--- config.mk ---
export PLATFORM = sky130hd
export DESIGN_NAME = smag_accumulator
export DESIGN_NICKNAME = d
export VERILOG_FILES = /design/src/rtl/smag_pkg.sv /design/src/rtl/smag_to_twos.sv /design/src/rtl/smag_accumulator.sv
export SDC_FILE = /design/constraint.sdc
export NUM_CORES = 1
export LEC_CHECK = 0
export BUFFER_PORTS_ARGS = -buffer_cell sky130_fd_sc_hd__buf_2
export CORE_ASPECT_RATIO = 1.75
export CORE_MARGIN = 2
export CORE_UTILIZATION = 45
export CTS_CLUSTER_DIAMETER = 50
export DETAILED_ROUTE_END_ITERATION = 8
export HOLD_SLACK_MARGIN = 0.06
export MAX_ROUTING_LAYER = met4
export SLEW_MARGIN = 10
export SYNTH_ARGS = -nofsm -noshare
export SYNTH_HDL_FRONTEND = slang
export SYNTH_SLANG_ARGS = --single-unit
--- constraint.sdc ---
create_clock -name clk -period 4.6 [get_ports clk]
set_input_delay 0.23 -clock clk [delete_from_list [all_inputs] [get_ports clk]]
set_output_delay 0.23 -clock clk [all_outputs]
set_load 0.01 [all_outputs]
--- src/rtl/smag_pkg.sv ---
// Shared definitions for the sign-magnitude accumulator slice: FSM state
// encoding and the symmetric saturation limit.
package smag_pkg;

  localparam logic [1:0] IDLE = 2'd0;
  localparam logic [1:0] ACC  = 2'd1;
  localparam logic [1:0] DONE = 2'd2;

  // Largest magnitude a two's complement accumulator of acc_w bits may hold
  // when clamped symmetrically, so its magnitude always fits in acc_w-1 bits.
  function automatic int sat_limit(input int acc_w);
    return (1 << (acc_w - 1)) - 1;
  endfunction

endpackage

--- src/rtl/smag_to_twos.sv ---
// Combinational decode of a sign-magnitude value into two's complement.
// A negative zero decodes to plain zero.
module smag_to_twos #(
  parameter int W = 4
) (
  input  logic                sign,
  input  logic [W-1:0]        mag,
  output logic signed [W:0]   value
);

  logic signed [W:0] pos;

  assign pos = $signed({1'b0, mag});

  // Negate the zero-extended magnitude when the sign bit is set.
  always_comb begin
    value = sign ? -pos : pos;
  end

endmodule

--- src/rtl/smag_accumulator.sv ---
// Accumulates a burst of sign-magnitude samples into a symmetric saturating
// two's complement total and presents the result as sign-magnitude on a
// valid/ready output.
module smag_accumulator #(
  parameter int MAG_W   = 4,
  parameter int ACC_W   = 8,
  parameter int COUNT_W = 4
) (
  input  logic               clk,
  input  logic               rst,
  input  logic               start,
  input  logic [COUNT_W-1:0] len,
  input  logic               in_valid,
  output logic               in_ready,
  input  logic               in_sign,
  input  logic [MAG_W-1:0]   in_mag,
  output logic               out_valid,
  input  logic               out_ready,
  output logic               out_sign,
  output logic [ACC_W-2:0]   out_mag,
  output logic               out_sat,
  output logic               busy
);

  import smag_pkg::*;

  localparam int                SAT_LIM = sat_limit(ACC_W);
  localparam logic signed [ACC_W:0] SAT_POS = SAT_LIM[ACC_W:0];
  localparam logic signed [ACC_W:0] SAT_NEG = -SAT_POS;

  logic [1:0]               state;
  logic [1:0]               state_next;
  logic signed [ACC_W-1:0]  acc;
  logic signed [ACC_W-1:0]  acc_next;
  logic [COUNT_W-1:0]       cnt;
  logic                     sat;
  logic                     beat;
  logic                     last_beat;
  logic signed [MAG_W:0]    sample;
  logic signed [ACC_W:0]    sample_ext;
  logic signed [ACC_W:0]    sum;
  logic                     clamp;
  logic                     res_neg;
  logic [ACC_W-1:0]         res_abs;

  smag_to_twos #(.W(MAG_W)) u_in_decode (
    .sign  (in_sign),
    .mag   (in_mag),
    .value (sample)
  );

  assign beat       = in_valid & in_ready;
  assign last_beat  = beat && (cnt == COUNT_W'(1));
  assign sample_ext = (ACC_W+1)'(sample);
  // One guard bit above the accumulator so the raw sum can never wrap.
  assign sum        = $signed({acc[ACC_W-1], acc}) + sample_ext;

  // Clamp the widened sum back into the symmetric range.
  always_comb begin
    // NOTE: every output of a combinational block gets a default first, so no path leaves it unassigned and no latch is inferred.
    acc_next = sum[ACC_W-1:0];
    clamp    = 1'b0;
    if (sum > SAT_POS) begin
      acc_next = SAT_POS[ACC_W-1:0];
      clamp    = 1'b1;
    end else if (sum < SAT_NEG) begin
      acc_next = SAT_NEG[ACC_W-1:0];
      clamp    = 1'b1;
    end
  end

  // Re-encode the post-beat total as sign and magnitude; zero is always positive.
  always_comb begin
    res_neg = acc_next[ACC_W-1];
    res_abs = res_neg ? -acc_next : acc_next;
  end

  // State register.
  always_ff @(posedge clk or posedge rst) begin
    // NOTE: sequential state uses non-blocking assignments so every flop samples pre-edge values.
    if (rst) state <= IDLE;
    else     state <= state_next;
  end

  // Next-state logic.
  always_comb begin
    state_next = state;
    case (state)
      IDLE:    if (start) state_next = (len == '0) ? DONE : ACC;
      ACC:     if (last_beat) state_next = DONE;
      DONE:    if (out_ready) state_next = IDLE;
      default: state_next = IDLE;
    endcase
  end

  // Only in_ready is a direct decode of the current state.
  always_comb begin
    in_ready = (state == ACC);
  end

  // Registered status flags, loaded from the upcoming state.
  always_ff @(posedge clk or posedge rst) begin
    if (rst) begin
      out_valid <= 1'b0;
      busy      <= 1'b0;
    end else begin
      out_valid <= (state_next == DONE);
      busy      <= (state_next != IDLE);
    end
  end

  // Accumulator, beat counter, sticky saturation flag and result registers.
  always_ff @(posedge clk or posedge rst) begin
    if (rst) begin
      acc      <= '0;
      cnt      <= '0;
      sat      <= 1'b0;
      out_sign <= 1'b0;
      out_mag  <= '0;
      out_sat  <= 1'b0;
    end else begin
      case (state)
        IDLE: begin
          if (start) begin
            acc <= '0;
            cnt <= len;
            sat <= 1'b0;
            if (len == '0) begin
              out_sign <= 1'b0;
              out_mag  <= '0;
              out_sat  <= 1'b0;
            end
          end
        end
        ACC: begin
          if (beat) begin
            acc <= acc_next;
            cnt <= cnt - COUNT_W'(1);
            sat <= sat | clamp;
            if (last_beat) begin
              out_sign <= res_neg;
              out_mag  <= res_abs[ACC_W-2:0];
              out_sat  <= sat | clamp;
            end
          end
        end
        default: ;
      endcase
    end
  end

endmodule

==> metrics <==
cells after synthesis 232; vias per inst 5.90; Seq pwr share 24.2%; Fmax achieved 276 MHz; CTS sink cnt 26; GRT Total Usage 20.5%; Core Box Area 4440 um2; largest net degree at the start of global routing 27; Critical Path RT 4.79 ns; drt total wl 4960 um; placed instance area 2230 um2; reg2reg start acc[0]; # setup viols final 0; peak supply drop 0.518 mV; global route total overflow 0; Final WS setup 0.982 ns; Mean Syn Cell Area 8.96 um2; sw power 0.000792 W; most common cell in the netlist dfrtp_1; switching part of the total power 47.4%; Clock power frac 11.7%; outcome complete, no violations; Netlist cell types 58; initial antenna violation count 0; Critical R2R Capture out_mag[6]; Clock transition at path regs 0.09 ns; DP Worst Slack 0.705 ns; vias in the first global route 1,871; Antenna Nets Post-Route 0; clk_lat worst skew 0.28 ns; pwr dens 727 nW/um2; sequential-to-total area share from yosys stat 31.3%; Leak 1.08 nW; global-route wire length before repair 8280 um; share of power burned in combinational logic 64.2%; Final GP Congestion 0.807; Layout Nets 283; maximum capacitance violations 0; final critical-path share of the clock period 78.7%; leading post-synthesis cells by cell area dfrtp_1 31%, ha_1 7.8%, nor2_1 3.6%; post-cts sizing count 0; Ys Warns 0; Die Area 5200 um2; Worst setup EP type register; Die Ht 93.9 um; post-synth net total 260; DR iter-0 viols 23; layout cell share with drive strength beyond 1 18.9%; Final min period 3.62 ns; DRC Markers 0; Commonest cells post-synth 26 x dfrtp_1, 20 x nor2_1, 16 x nand2_1, 15 x inv_1, 13 x ha_1; Starting Density 46.8%; crit path max fanout 6; # hold bufs at CTS 0; DRT Pass-1 Iters 4; final core utilization 51.7%; Critical Path AT 3.81 ns; fin. max-slew vios 0; Max clock buf depth 2; CTS HTree Levels 1; via count 1,801; EDFF count, synth 0; ys flop type dfrtp_1; Die Wd 55.4 um; Post-CTS Setup Inserts 0; setup_tns 0 ns; cell area after synthesis 2080 um2; design internal power 0.000880 W; Synth Register Bits 26; # port buffers 25; Rows 32; biggest area consumer among synthesized cells dfrtp_1; CTS Buf Count 3; total power 0.00167 W; Inserted Diodes 0; Final Cell Area 2300 um2; Area Overhead vs Synth 10.7%; DR WL/cell 16.2 um; final-report hold violation count 0; worst reg-to-reg path cell count 15; Slew Limit Headroom 33.7%; ys async rst share 100%; Worst Hold Class primary input to asynchronous set/reset pin; crit path launch type register; Setup Skew 0.00213 ns; CP Class register to register; Synth top area share 31.3%; Clock Tree Root clkbuf_8; unrepaired setup endpoints after global routing no; # IOs 26; CTS tree built; Final HPWL DP 4000 um; slew at the pin closest to its max-slew limit 0.994 ns; flop-to-flop setup slack 0.98 ns
-- through the flow --
| stage | instances | hold WS (ns) |
|---|---|---|
| after floorplan | 232 | 0.270 |
| after global placement | 301 | 0.463 |
| after detailed placement | 301 | 0.475 |
| after CTS | 305 | 0.204 |
| after global routing | 305 | 0.234 |
| final | 305 | 0.170 |
-- area by class of cell --
class	instances	area [um2]
clock buffer	3	41.3
inverter	15	56.3
timing repair buffer	30	163
multi-input combinational	179	1290
sequential	26	651
fill	437	2140
tap	51	63.8
clock inverter	1	30.0
-- cell usage in the layout, fill, tap and decap left out, types with 3 or more instances in the layout --
master    Yosys  layout
dfrtp_1      26      26
buf_2         6      25
nor2_1       20      20
nand2_1      16      16
inv_1        15      15
ha_1         13      13
a21oi_1      11      11
o21ai_0       9       9
nor3_1        8       8
o31ai_1       8       8
nand3_1       6       6
a22o_1        6       6
o21ai_1       5       5
buf_4         0       5
a21o_1        4       4
xnor2_1       4       4
a22oi_1       4       4
a211o_1       3       3
nor3b_1       3       3
o211ai_1      3       3
maj3_1        3       3
maj3_2        3       3
clkbuf_8      0       3
-- worst max-delay path by stage --
stage,slack [ns],cells after the start,start,end
after CTS,0.98,19,in_mag[0],out_mag[6]
after global routing,0.60,19,in_mag[0],out_mag[6]
final,0.98,15,acc[0],out_mag[6]
after detailed placement,0.70,19,in_mag[0],out_mag[6]
after floorplan,1.12,19,in_mag[0],out_mag[6]
after global placement,0.78,19,in_mag[0],out_mag[6]
-- logic make-up (layout without fill, tap and decap cells) --
family / count (synthesis) / after routing / synth area share [%]
AOI/OAI and AO/OA: 77 / 77 / 27.7
xor gates and xnor gates: 6 / 6 / 2.53
and+or+nand+nor: 74 / 74 / 19.3
adders and majority gates: 20 / 20 / 11.9
DFF: 26 / 26 / 31.3
muxes: 2 / 2 / 0.963
buffers and inverters: 27 / 49 / 6.38
-- power by group through the flow --
| stage | Combinational, W | Clock (W) | Sequential (W) |
|---|---|---|---|
| 2_1_floorplan | 0.000813 | 0 | 0.000412 |
| 3_3_place_gp | 0.00108 | 0 | 0.000409 |
| 3_5_place_dp | 0.00107 | 0 | 0.000410 |
| 4_1_cts | 0.00108 | 0.000197 | 0.000406 |
| 5_1_grt | 0.00121 | 0.000205 | 0.000419 |
| 6_report | 0.00107 | 0.000195 | 0.000404 |
-- worst max-delay path, stage by stage, from the launching register on --
cell,delay [ns]
dfrtp_1,0.40
ha_1,0.24
fa_1,0.48
a32oi_1,0.31
a21oi_1,0.13
a221oi_2,0.43
nor3_4,0.07
nor2_1,0.27
o21ba_1,0.16
ha_1,0.21
inv_1,0.09
nor2_1,0.13
o221ai_1,0.15
nor2_1,0.12
o21bai_1,0.08
o31ai_1,0.25
-- routing by layer --
layer	share of wire [%]	track usage (%)	up-vias
met2	56	40.0	23
met1	40	20.3	865
met3	1.6	1.79	11
met4	2.5	8.33	0
met5	0	-	-
li1	-	-	902
-- flip-flops by register name (all words and copies together), names as in the netlist --
register / count
state: 2
out_sat: 1
busy: 1
out_sign: 1
cnt: 4
sat: 1
acc: 8
out_valid: 1
out_mag: 7
No activity file was read; power rests on OpenSTA's default activity.
